File: config.mk
export PLATFORM = sky130hd
export DESIGN_NAME = mem_wb_stage
export DESIGN_NICKNAME = d
export VERILOG_FILES = /design/src/rtl/mem_wb_stage.sv
export SDC_FILE = /design/constraint.sdc
export NUM_CORES = 1
export LEC_CHECK = 0
export CELL_PAD_IN_SITES_DETAIL_PLACEMENT = 1
export CELL_PAD_IN_SITES_GLOBAL_PLACEMENT = 1
export CORE_ASPECT_RATIO = 1.4
export CORE_MARGIN = 2
export CORE_UTILIZATION = 27
export DETAILED_ROUTE_END_ITERATION = 8
export GPL_ROUTABILITY_DRIVEN = 0
export GPL_TIMING_DRIVEN = 0
export PLACE_DENSITY_LB_ADDON = 0.05
export SYNTH_ARGS = -nofsm -noshare
export SYNTH_HDL_FRONTEND = slang
export SYNTH_SLANG_ARGS = --single-unit
File: constraint.sdc
create_clock -name clk -period 1.83 [get_ports clk]
set_input_delay 0.366 -clock clk [delete_from_list [all_inputs] [get_ports clk]]
set_output_delay 0.366 -clock clk [all_outputs]
set_load 0.05 [all_outputs]
File: src/rtl/mem_wb_stage.sv
//
// mem_wb_stage
// ------------
// Memory / write-back stage of a small in-order pipeline. It takes one
// instruction at a time from the MEM stage and commits it to the register
// file. An ALU instruction commits on the cycle after it is accepted. A load
// parks in WAIT_LOAD until the data memory answers, then commits on the
// following cycle. A commit in progress can accept the next instruction, so
// back-to-back ALU instructions retire one per cycle.
//
// Optional feature macro: LOAD_SUBWORD_EN
//   defined   : LB/LBU/LH/LHU pick a big-endian byte or halfword out of the
//               read word and sign- or zero-extend it.
//   undefined : every load returns dmem_rdata unchanged (plain LW).
//
// Ports
//   clk            rising-edge clock
//   rst            synchronous, active-low reset
//   in_valid       MEM stage presents an instruction
//   in_ready       stage accepts the presented instruction this cycle
//   in_wreg        instruction writes a register
//   in_rd_addr     destination register
//   in_alu_result  result of a non-load instruction
//   in_is_load     instruction is a load
//   in_load_op     0 LW, 1 LB, 2 LBU, 3 LH, 4 LHU (5-7 act as LW)
//   in_addr_lo     byte offset of the load address
//   dmem_rvalid    data memory read response valid
//   dmem_rdata     data memory read word
//   dec_rs_addr    decode-stage rs address
//   dec_rt_addr    decode-stage rt address
//   write_en       register file write enable
//   rd_addr        register file write address
//   rd_data        register file write data
//   load_use_stall decode must hold (pending load targets one of its sources)
//   retired        one-cycle pulse for every committed instruction
//
// The sub-word extraction assumes W >= 32.

module mem_wb_stage #(
    parameter int W  = 32,
    parameter int RW = 5
) (
    input  logic          clk,
    input  logic          rst,
    input  logic          in_valid,
    output logic          in_ready,
    input  logic          in_wreg,
    input  logic [RW-1:0] in_rd_addr,
    input  logic [W-1:0]  in_alu_result,
    input  logic          in_is_load,
    input  logic [2:0]    in_load_op,
    input  logic [1:0]    in_addr_lo,
    input  logic          dmem_rvalid,
    input  logic [W-1:0]  dmem_rdata,
    input  logic [RW-1:0] dec_rs_addr,
    input  logic [RW-1:0] dec_rt_addr,
    output logic          write_en,
    output logic [RW-1:0] rd_addr,
    output logic [W-1:0]  rd_data,
    output logic          load_use_stall,
    output logic          retired
);

    typedef enum logic [1:0] {
        IDLE,
        WAIT_LOAD,
        COMMIT
    } state_t;

    state_t         state;
    logic           pend_wreg;
    logic           accept;
    logic [W-1:0]   load_word;
    logic           pend_hit;
    logic           pres_hit;

    // While held in reset the stage looks ready and never stalls decode,
    // independent of whatever the state register currently holds.
    assign in_ready = !rst || (state != WAIT_LOAD);
    assign accept   = in_valid && in_ready;

`ifdef LOAD_SUBWORD_EN
    logic [2:0] pend_op;
    logic [1:0] pend_lo;

    // Big-endian lanes: offset 0 is the most significant byte. The halfword
    // lane is chosen by the upper offset bit alone.
    function automatic logic [W-1:0] extract_load(
        input logic [W-1:0] word,
        input logic [2:0]   op,
        input logic [1:0]   lo
    );
        logic [W-1:0] byte_shift;
        logic [W-1:0] half_shift;
        logic [7:0]   b;
        logic [15:0]  h;
        byte_shift = word >> (W - 8 * (int'(lo) + 1));
        half_shift = word >> (lo[1] ? (W - 32) : (W - 16));
        b = byte_shift[7:0];
        h = half_shift[15:0];
        case (op)
            3'd1:    extract_load = {{(W-8){b[7]}}, b};
            3'd2:    extract_load = {{(W-8){1'b0}}, b};
            3'd3:    extract_load = {{(W-16){h[15]}}, h};
            3'd4:    extract_load = {{(W-16){1'b0}}, h};
            default: extract_load = word;
        endcase
    endfunction

    // Remember how the load wants its data sliced until the response arrives.
    always_ff @(posedge clk) begin
        if (!rst) begin
            pend_op <= '0;
            pend_lo <= '0;
        end else if (accept && in_is_load) begin
            pend_op <= in_load_op;
            pend_lo <= in_addr_lo;
        end
    end

    assign load_word = extract_load(dmem_rdata, pend_op, pend_lo);
`else
    logic unused_subword;
    assign unused_subword = ^{in_load_op, in_addr_lo};
    assign load_word      = dmem_rdata;
`endif

    // Main control: accept in IDLE/COMMIT, wait for the memory in WAIT_LOAD,
    // and raise the registered commit outputs on the edge entering COMMIT.
    // rd_addr is captured at accept; rd_data is captured at accept for ALU
    // instructions and on the response edge for loads.
    always_ff @(posedge clk) begin
        if (!rst) begin
            state     <= IDLE;
            write_en  <= 1'b0;
            retired   <= 1'b0;
            rd_addr   <= '0;
            rd_data   <= '0;
            pend_wreg <= 1'b0;
        end else begin
            write_en <= 1'b0;
            retired  <= 1'b0;
            case (state)
                IDLE, COMMIT: begin
                    if (accept) begin
                        rd_addr   <= in_rd_addr;
                        pend_wreg <= in_wreg;
                        if (in_is_load) begin
                            state <= WAIT_LOAD;
                        end else begin
                            state    <= COMMIT;
                            rd_data  <= in_alu_result;
                            write_en <= in_wreg && (in_rd_addr != '0);
                            retired  <= 1'b1;
                        end
                    end else begin
                        state <= IDLE;
                    end
                end
                WAIT_LOAD: begin
                    if (dmem_rvalid) begin
                        state    <= COMMIT;
                        rd_data  <= load_word;
                        write_en <= pend_wreg && (rd_addr != '0);
                        retired  <= 1'b1;
                    end
                end
                default: state <= IDLE;
            endcase
        end
    end

    // A load that will write a real register stalls decode if decode reads
    // that register, whether it is already waiting here or is only being
    // presented this cycle.
    assign pend_hit = (state == WAIT_LOAD) && pend_wreg && (rd_addr != '0) &&
                      ((rd_addr == dec_rs_addr) || (rd_addr == dec_rt_addr));
    assign pres_hit = in_valid && in_is_load && in_wreg && (in_rd_addr != '0) &&
                      ((in_rd_addr == dec_rs_addr) || (in_rd_addr == dec_rt_addr));
    assign load_use_stall = rst && (pend_hit || pres_hit);

endmodule

==> impl_metrics.tcl <==
set metrics [dict create \
    antenna_found_initial 0 \
    crit_type "flip-flop to output port" \
    cts_hold_buf 0 \
    cts_inserted_buffers 5 \
    drv_cap 0 \
    first_pass_iters 2 \
    place_area_mm2 0.003680 \
    worst_pin_slew_ns 0.7543 \
    worst_r2r_endpoint "rd_data[3]$_SDFFE_PN0P_" \
    cp_cell_sequence "or4_4 -> o2111ai_4 -> o32ai_4 -> buf_6" \
    crit_path_end "load_use_stall" \
    synth_area_per_cell_um2 8.971 \
    maxClockFrequency_mhz 495.1 \
    p_leak_nw 1.765 \
    die_w_um 81.49 \
    grt-ovfl-total 0 \
    syn_to_final_growth_pct 77.12 \
    fin_ws_ns -0.1899 \
    setup_viol 1 \
    synthArstFlopShare 0 \
    finalHoldViolCount 0 \
    routedWlPerCell_um 15.26 \
    ys_ff_latch 42 \
    std_cell_rows 39 \
    violations "negative setup slack" \
    grt_pass1_wl_um 12500 \
    cts-root-buf "clkbuf_16" \
    grt_util_all_layers 0.1732 \
    rr_worst_depth 5 \
    core_area_mm2 0.008149 \
    final_nets 479 \
    ys_types 28 \
    die_h_um 112.5 \
    netlist_area_mm2 0.002270 \
    final_layout_size_suffix_gt1_frac 0.2205 \
    synth_nets 343 \
    finalCritPeriodShare 1.104 \
    startpoint "rd_addr[4]$_SDFFE_PN0P_" \
    cts.sinks 42 \
    first_iter_violations 26 \
    cts_buffer_depth 2 \
    crit_path_start_kind "flip-flop" \
    antenna_cells 0 \
    dp_hpwl_um 5710 \
    rsz0062_at_grt "yes" \
    ys.flop_type "dfxtp_1" \
    crit_required_ns 1.46 \
    peakVddDrop_mv 0.5078 \
    powerDensity_mw_per_mm2 802.7 \
    drt-total-wl_um 7510 \
    io_pins 131 \
    slew_violations 0 \
    fin_area_mm2 0.004020 \
    cp.depth 4 \
    setup-tns-final_ns -0.1899 \
    reg2reg_slack_ns 0.29 \
    post-place-ws_ns -1.214 \
    cpPeakStageDelay_ns 0.55 \
    slew_headroom 0.4971 \
    ys_warn_count 0 \
    power_mw 3.227 \
    yosysSeqAreaShare 0.3705 \
    grt_max_degree 14 \
    dieArea_mm2 0.009166 \
    portBuffers 125 \
    htree_levels 2 \
    worstSkewPairLatency_ns 0.28 \
    synth_edf_count 0 \
    holdCritPathClass "input port to flip-flop" \
    grt_pass1_vias 2579 \
    crit_slowest_cell "or4_4" \
    reg2reg_from "state[0]$_SDFFE_PN0N_" \
    cp_data_arrival_time_ns 1.65 \
    worstSetupEndpointType "output port" \
    vias 2328 \
    clock_skew_ns 0.008172 \
    critical_path.top_delay_family "simple AND/OR/NAND/NOR gates" \
    period_minus_slack_ns 2.020 \
    viasPerCell 4.732 \
    drc 0 \
    clk_pin_slew_ns 0.05 \
    start_util 0.2785 \
    crit_path_max_fanout 2 \
    antenna_left 0 \
    status "finished with violations" \
    netlist_instances 253 \
    path_buf_inv 1 \
    cts_tree "built" \
]
==> power breakdown <==
group          internal, mW  switching [mW]
sequential            0.991          0.0495
clock                 0.819           0.355
combinational         0.442           0.571
==> stage by stage <==
stage | cells | hold WS, ns | util
floorplan | 253 | 0.4667 | -
global placement | 480 | 0.4841 | 0.4516
detailed placement | 480 | 0.5025 | 0.4516
CTS | 492 | 0.5116 | 0.4844
global route | 492 | 0.4375 | 0.4933
finish | 492 | 0.4226 | 0.4933
==> synthesized netlist by cell type (2+ instances only) <==
| library cell | instances | share of area |
|---|---|---|
| nand2_1 | 66 | 0.11 |
| dfxtp_1 | 42 | 0.37 |
| nor2_1 | 33 | 0.055 |
| a311oi_2 | 28 | 0.19 |
| xor2_1 | 20 | 0.077 |
| clkbuf_1 | 10 | 0.017 |
| nor2_2 | 10 | 0.028 |
| mux2i_1 | 6 | 0.026 |
| buf_6 | 5 | 0.025 |
| a311oi_1 | 4 | 0.015 |
| buf_2 | 4 | 0.0088 |
| nor3_1 | 4 | 0.0088 |
| a22oi_1 | 2 | 0.0066 |
| and2_1 | 2 | 0.0055 |
| inv_1 | 2 | 0.0033 |
| o2111ai_1 | 2 | 0.0077 |
| or4_1 | 2 | 0.0066 |
==> per-layer routing <==
metal | global-route usage | vias up | routed length (µm)
met5 | 0 | - | 0
met3 | 0.04421 | 2 | 502
met2 | 0.3246 | 71 | 3966
li1 | - | 1145 | -
met1 | 0.1927 | 1110 | 3007
met4 | 0.03051 | 0 | 33
==> cell type report <==
| cell class | instances | area [µm²] |
|---|---|---|
| clock inverter | 2 | 60.06 |
| fill | 951 | 4129 |
| clock buffer | 6 | 138.9 |
| multi-input combinational | 189 | 1375 |
| sequential | 42 | 855.8 |
| buffer | 20 | 162.7 |
| timing repair buffer | 129 | 1292 |
| inverter | 2 | 7.507 |
| tap | 102 | 127.6 |
==> flip-flops by register name, summed over array words and instances (netlist names) <==
register,cells
rd_data,32
rd_addr,5
pend_wreg,1
write_en,1
retired,1
state,2
==> worst register-to-register path, cell delays in order (launching register included) <==
cell,delay (ns)
dfxtp_4,0.37
nor2b_2,0.16
buf_6,0.15
clkbuf_1,0.40
nand2_1,0.13
a311oi_2,0.25
==> logic make-up after synthesis <==
kind of cell | Yosys count | share of synthesized area
AND/OR/NAND/NOR | 122 | 0.2271
flip-flops | 42 | 0.3705
AO/OA/AOI/OAI | 41 | 0.2365
buffers and inverters | 22 | 0.06230
XOR/XNOR | 20 | 0.07718
multiplexers | 6 | 0.02646
==> cells in the final DEF (no fill, tap or decap), types with 3 or more instances in the layout <==
master            n
clkbuf_2          4
dlymetal6s2s_1   16
nand2_1          66
nor2_2           10
a311oi_1          4
dfxtp_4           3
nor2_1           33
buf_6             6
nor3_2            4
clkbuf_1          7
dfxtp_1          36
a311oi_2         28
buf_4             5
dfxtp_2           3
clkbuf_16         5
xor2_1           20
clkdlybuf4s50_1  88
dlygate4sd2_1    18
mux2i_1           6
==> timing repair <==
item | 4_1_cts | 5_1_grt
pin swaps | 9 | 6
cloned | 0 | 0
setup buffers | 4 | 0
resized for setup | 48 | 34
endpoints found under the setup margin | 10 | 48
==> worst min-delay path by stage <==
stage / from / end / slack, ns / depth (start not counted)
detailed placement: rd_data[20]$_SDFFE_PN0P_ / rd_data[20]$_SDFFE_PN0P_ / 0.50 / 2
CTS: rd_data[20]$_SDFFE_PN0P_ / rd_data[20]$_SDFFE_PN0P_ / 0.51 / 2
floorplan: state[1]$_SDFFE_PN0N_ / write_en$_SDFF_PN0_ / 0.47 / 1
global placement: rd_data[21]$_SDFFE_PN0P_ / rd_data[21]$_SDFFE_PN0P_ / 0.48 / 2
global route: in_rd_addr[4] / rd_addr[4]$_SDFFE_PN0P_ / 0.44 / 3
finish: in_rd_addr[4] / rd_addr[4]$_SDFFE_PN0P_ / 0.42 / 3
Note: power is estimated with default switching activity, not from simulation.
